[config.mk]
export PLATFORM = sky130hd
export DESIGN_NAME = fetch_queue
export DESIGN_NICKNAME = d
export VERILOG_FILES = /design/src/rtl/fetch_queue.sv
export SDC_FILE = /design/constraint.sdc
export NUM_CORES = 1
export LEC_CHECK = 0
export ABC_AREA = 1
export BUFFER_PORTS_ARGS = -buffer_cell sky130_fd_sc_hd__buf_2
export CAP_MARGIN = 20
export CORE_MARGIN = 5
export CORE_UTILIZATION = 49
export DETAILED_ROUTE_END_ITERATION = 16
export PLACE_DENSITY = 0.69
export SLEW_MARGIN = 0
export SYNTH_ARGS = -nofsm -noshare
export SYNTH_HDL_FRONTEND = slang
export SYNTH_SLANG_ARGS = --single-unit
[constraint.sdc]
create_clock -name clk -period 9.05 [get_ports clk]
set_input_delay 0.4525 -clock clk [delete_from_list [all_inputs] [get_ports clk]]
set_output_delay 0.4525 -clock clk [all_outputs]
set_load 0.005 [all_outputs]
[src/rtl/fetch_queue.sv]
// Instruction fetch queue: issues word fetches over a req/ack port and buffers {instr, pc}
// in a DEPTH-entry FIFO. Optional counters are enabled with `define FETCHQ_STATS_EN.
module fetch_queue #(
    parameter int unsigned DEPTH    = 4,
    parameter logic [31:0] RESET_PC = 32'h0000_0000
) (
    input  logic                       clk,
    input  logic                       reset,
    output logic                       imem_req,
    output logic [31:0]                imem_addr,
    input  logic                       imem_ack,
    input  logic [31:0]                imem_rdata,
    input  logic                       redirect,
    input  logic [31:0]                redirect_addr,
    output logic                       instr_valid,
    output logic [31:0]                instr,
    output logic [31:0]                instr_pc,
    input  logic                       instr_ready,
`ifdef FETCHQ_STATS_EN
    output logic [31:0]                fetched_cnt,
    output logic [31:0]                discarded_cnt,
`endif
    output logic [$clog2(DEPTH+1)-1:0] occupancy
);

    localparam int unsigned PtrW = $clog2(DEPTH);
    localparam int unsigned CntW = $clog2(DEPTH + 1);

    typedef enum logic [1:0] {StIdle, StReq, StDiscard} state_e;

    state_e            state_q, state_d;
    logic [31:0]       pc_q, pc_d;
    logic [31:0]       hold_addr_q, hold_addr_d;
    logic [PtrW-1:0]   rd_ptr_q, rd_ptr_d;
    logic [PtrW-1:0]   wr_ptr_q, wr_ptr_d;
    logic [CntW-1:0]   cnt_q, cnt_d;
    logic [CntW-1:0]   cnt_after;
    logic [31:0]       instr_mem_q [DEPTH];
    logic [31:0]       pc_mem_q    [DEPTH];
    logic              push, pop;

    assign imem_req    = (state_q != StIdle);
    // While discarding, the old request must stay on the bus until its ack returns.
    assign imem_addr   = (state_q == StDiscard) ? hold_addr_q : pc_q;
    assign instr_valid = (cnt_q != '0);
    assign instr       = instr_valid ? instr_mem_q[rd_ptr_q] : 32'h0;
    assign instr_pc    = instr_valid ? pc_mem_q[rd_ptr_q] : 32'h0;
    assign occupancy   = cnt_q;

    assign push      = (state_q == StReq) && imem_ack && !redirect;
    assign pop       = instr_valid && instr_ready && !redirect;
    assign cnt_after = cnt_q + CntW'(push) - CntW'(pop);

    always_comb begin
        state_d     = state_q;
        pc_d        = pc_q;
        hold_addr_d = hold_addr_q;
        rd_ptr_d    = rd_ptr_q;
        wr_ptr_d    = wr_ptr_q;
        cnt_d       = cnt_q;
        if (redirect) begin
            pc_d     = {redirect_addr[31:2], 2'b00};
            rd_ptr_d = '0;
            wr_ptr_d = '0;
            cnt_d    = '0;
            unique case (state_q)
                StReq: begin
                    if (imem_ack) begin
                        state_d = StReq;
                    end else begin
                        state_d     = StDiscard;
                        hold_addr_d = pc_q;
                    end
                end
                StDiscard: state_d = imem_ack ? StReq : StDiscard;
                default:   state_d = StReq;
            endcase
        end else begin
            cnt_d    = cnt_after;
            rd_ptr_d = rd_ptr_q + PtrW'(pop);
            wr_ptr_d = wr_ptr_q + PtrW'(push);
            unique case (state_q)
                StIdle: begin
                    if (cnt_after < CntW'(DEPTH)) state_d = StReq;
                end
                StReq: begin
                    if (imem_ack) begin
                        pc_d    = pc_q + 32'd4;
                        state_d = (cnt_after < CntW'(DEPTH)) ? StReq : StIdle;
                    end
                end
                StDiscard: begin
                    if (imem_ack) state_d = StReq;
                end
                default: state_d = StIdle;
            endcase
        end
    end

    always_ff @(posedge clk) begin
        if (reset) begin
            state_q     <= StIdle;
            pc_q        <= RESET_PC;
            hold_addr_q <= 32'h0;
            rd_ptr_q    <= '0;
            wr_ptr_q    <= '0;
            cnt_q       <= '0;
        end else begin
            state_q     <= state_d;
            pc_q        <= pc_d;
            hold_addr_q <= hold_addr_d;
            rd_ptr_q    <= rd_ptr_d;
            wr_ptr_q    <= wr_ptr_d;
            cnt_q       <= cnt_d;
        end
    end

    always_ff @(posedge clk) begin
        if (push) begin
            instr_mem_q[wr_ptr_q] <= imem_rdata;
            pc_mem_q[wr_ptr_q]    <= pc_q;
        end
    end

`ifdef FETCHQ_STATS_EN
    logic [31:0] fetched_q, discarded_q;
    logic        drop_ack;

    // A flush discards every held entry plus any ack arriving in that cycle.
    assign drop_ack = imem_ack && ((state_q == StDiscard) || (redirect && state_q == StReq));

    always_ff @(posedge clk) begin
        if (reset) begin
            fetched_q   <= 32'h0;
            discarded_q <= 32'h0;
        end else begin
            fetched_q   <= fetched_q + 32'(push);
            discarded_q <= discarded_q + 32'(drop_ack) + (redirect ? 32'(cnt_q) : 32'h0);
        end
    end

    assign fetched_cnt   = fetched_q;
    assign discarded_cnt = discarded_q;
`endif

endmodule

# Yosys cells after proc, flatten, opt, wreduce, memory -nomap -nowiden
# Memory sizes are Yosys's and may differ from the RTL's. A register that Yosys moved wholly into a read port is not among the register bits.
# Index checks and enable logic that the tools add are counted.
# classes
addsub	5
n_lt_le_gt_ge	1
eq_ne	5
muxes	18
bitwise_logic	1
reduce_logical	16
# op_table
operator	n
$mux 32	6
$add 32x3->32 const B	1
$mux 2	8
$ne 3x3->1 const B	3
$pmux 2 s3	1
$reduce_and 3->1	2
$reduce_bool 2->1	3
$add 2x1->2	2
$logic_and 1x1->1	4
$reduce_and 2->1	2
$reduce_or 2->1	2
$add 3x1->3	1
$lt 3x3->1 const B	1
$mux 1	3
$reduce_bool 3->1	1
$sub 3x1->3	1
$eq 2x1->1 const B	1
$eq 2x2->1 const B	1
$logic_not 2->1	1
$logic_not 1->1	1
$not 1->1	1
# totals
register_bits	73
ram_bits	256
output_inout_bits	101
elab_cells	55
n_memories	2
# mem_list
name	depth	word_bits	rd	rd_clocked_by_memory_dff	write_ports	line	source
instr_mem_q	4	32	1	1	1	38	logic [31:0] instr_mem_q [DEPTH];
pc_mem_q	4	32	1	1	1	39	logic [31:0] pc_mem_q [DEPTH];

# Depth between registers and ports, before layout
# depth
ltp_word	10
mapped_depth	19
depth_no_buf	19

# Worst setup path after synthesis
# OpenSTA, ideal clock, no wires.
# synth_path
path_type	register -> register
start	register state_q[1]
end	memory instr_mem_q[0][0] (enable)
setup_time_ns	0.559
t_arrival_ns	5.239
required_ns	8.491
slack_ns	3.252
path_stages_with_launch	7
path_buffers	0
period_less_slack_ns	5.798
path_cell_list	dfxtp_1 inv_1 ha_1 nand2_1 nor2_2 inv_2 nor3_1
# synth_via
elab_chain_cells	5
# synth_rtl
element	line	source
from (decl)	31	state_e state_q, state_d;
from (signal assigned)	102	state_q <= StIdle;
from (signal assigned)	109	state_q <= state_d;
$eq 2x1->1	50	assign push = (state_q == StReq) && imem_ack && !redirect;
$logic_and 1x1->1 (2 in a row)	50	
$mux 1	119	if (push) begin
$mux 1 (implied by the code)	120	instr_mem_q[wr_ptr_q] <= imem_rdata;
to (decl)	38	
# Every way passes these cells.

==> results.toml <==
[run_status]
run_status = "finished clean"

[floorplan]
die_h_um = 177
die_w_um = 177
start_util = 0.493
std_cell_rows = 61
io_pins = 170
die_area_sq_mm = 0.0313
coreArea_sq_mm = 0.0276

[sta]
worst_pin_slew_ns = 0.969
timing.final.ws_setup_ns = 5.61
clock_skew_ns = 0.0117
rsz0062_at_grt = "no"
hold_viol_final = 0
slew-limit-headroom = 0.354
slew_violations = 0
setup_violations = 0
tns_ns = 0
whs_ns = 0.170
fin_crit_ns = 3.44
fmax_ghz = 0.291
fin_crit_sh = 0.380

[global_route]
grt.total_usage = 0.204
grt_max_degree = 119
grt_pass1_vias = 9499
use_met2 = 0.340
grt_first_pass_wirelength_mm = 50.7
grtUsageMet3 = 0.0340
antenna_found_initial = 1
met1_usage = 0.278
gr-max-usage-layer = "met2"
gr-total-overflow = 0

[yosys]
yosysSeqAreaShare = 0.648
yosys.area.top_type = "edfxtp_1"
syn_area_per_cell_sq_um = 9.84
ys_warn_count = 0
synth.top_cells.by_area = "edfxtp_1 (55%), dfxtp_1 (10%), nor2_1 (8.3%)"
syn_inst = 1386
synth_top_area_share = 0.546
synth_area_sq_mm = 0.0136
synth_async_sr_flop_share = 0
yosys_register_bits = 317
synth_edf_count = 248
synthFlopType = "edfxtp_1"
synth_cell_type_count = 32

[worst_setup_path]
crit_family = "buffers and inverters"
crit_top_cell = "buf_4"
worstPathRequired_ns = 8.60
cp-end-kind = "output pin"
slowest_stage = "buf_4"
path_cells = "buf_4 -> inv_2 -> buf_4 -> nor2_1 -> o21ai_0 -> a21oi_1 -> buf_2"
startpoint = "rd_ptr_q[1]"
max_stage_delay_ns = 0.65
crit_buf_inv = 4
critPathKind = "flip-flop to output pin"
path_max_fanout = 63
worstPathArrival_ns = 2.98
reg2reg_from = "state_q[1]"
worstSetupStartpointType = "flip-flop"

[placed_design]
gp_congestion = 0.857
placed_area_sq_mm = 0.0147
dp.cells = 1864
io_buffers = 163
dp_slack_ns = 6.01
post-dp-hpwl_mm = 18.6

[route]
drc = 0
antenna_left = 0
via_count = 9918
drt_pass1_iterations = 7
drt_iter0_drc = 768
wire_per_inst_um = 16.8
viasPerCell = 5.15
drt_wl_total_mm = 32.4

[cts]
cts.sinks = 317
cts_tree = "yes"
numCtsBuffers = 34
ctsResizeCount = 0
root_buffer = "clkbuf_16"
path_clk_slew_ns = 0.06
cts_setup_buffers = 0
clock_latency_ns = 0.50
h-tree-depth = 2
clockBufferDepth = 3
postCtsHoldBufs = 0

[finish]
layout.nets = 1601
drive_gt1_frac = 0.168
syn2layout_area_growth_pct = 16.0
fin_area_sq_mm = 0.0158
final_cells = 1927
num_antenna_cells = 0
fillerInstances = 2362
final_util = 0.572

[power]
powerDensity_mw_per_mm2 = 196
ir_worst_vdd_mv = 0.120
p_total_mw = 3.11
leakage_nw = 5.91

[run]
drv_cap = 0

[min_path]
hp-class = "input port to flip-flop"
hold_start = "imem_rdata[17]"
-- layer usage --
metal,wire (um),vias up
li1,-,4948
met1,14000,4601
met2,15600,328
met3,2210,39
met4,614,2
met5,11,-
-- report_power, final --
part | switching [mW] | internal (mW)
Combinational | 0.0933 | 0.0528
Sequential | 0.0311 | 1.60
Clock | 0.535 | 0.796
-- cells in the final DEF, fill, tap and decap left out, drive strengths merged --
cell type  synthesis  layout
nor2             313     313
edfxtp           248     248
o21ai            203     203
buf               21     178
nand2            176     176
a21oi            126     126
inv              100     102
dfxtp             69      69
clkbuf            58      42
nand3             35      35
clkinv             0      13
a31oi             10      10
xor2               8       8
ha                 7       7
nor3               5       5
conb               1       4
bufinv             0       3
and2               1       1
a21boi             1       1
o21bai             1       1
xnor2              1       1
o211ai             1       1
fa                 1       1
clkinvlp           0       1
-- synthesized netlist by cell type (6+ instances only) --
master,count
nor2_2,6
edfxtp_1,248
nand2_1,169
nor2_4,7
buf_2,13
nand3_1,33
o21ai_0,202
dfxtp_1,69
a21oi_1,126
ha_1,7
xor2_1,8
clkbuf_1,54
inv_1,95
nor2_1,300
a31oi_1,10
-- cells by family (layout without fill, tap and decap cells) --
family          count (synthesis)  count (layout)  synth area share
buf+inv                       179             339            0.0539
other cells                     1               4          0.000275
fa+ha+maj                       8               8           0.00789
simple gates                  530             530             0.158
flops                         317             317             0.648
compound gates                342             342             0.127
xor+xnor                        9               9           0.00578
-- layout make-up --
class,instances,area [sq um],area share
flip-flops and latches,317,8830,0.559
repair buffers,178,953,0.0603
clock buffers,42,902,0.0570
inverters,100,375,0.0237
well taps,378,473,0.0299
clock inverters,19,174,0.0110
multi-input cells,893,4100,0.259
-- registers in the layout, summed over array words and instances, names as in the netlist --
| signal | cells |
|---|---|
| hold_addr_q | 30 |
| instr_mem_q | 128 |
| occupancy | 3 |
| pc_mem_q | 120 |
| pc_q | 30 |
| rd_ptr_q | 2 |
| state_q | 2 |
| wr_ptr_q | 2 |
-- worst paths after layout --
check	endpoint	slack (ns)	cells after the start
setup / recovery	instr_pc[13]	5.61	7
setup reg to reg	state_q[0]	6.01	20
hold reg to reg	hold_addr_q[28]	0.44	2
hold / removal	instr_mem_q[1][17]	0.17	1
(Power assumes the default switching activity.)
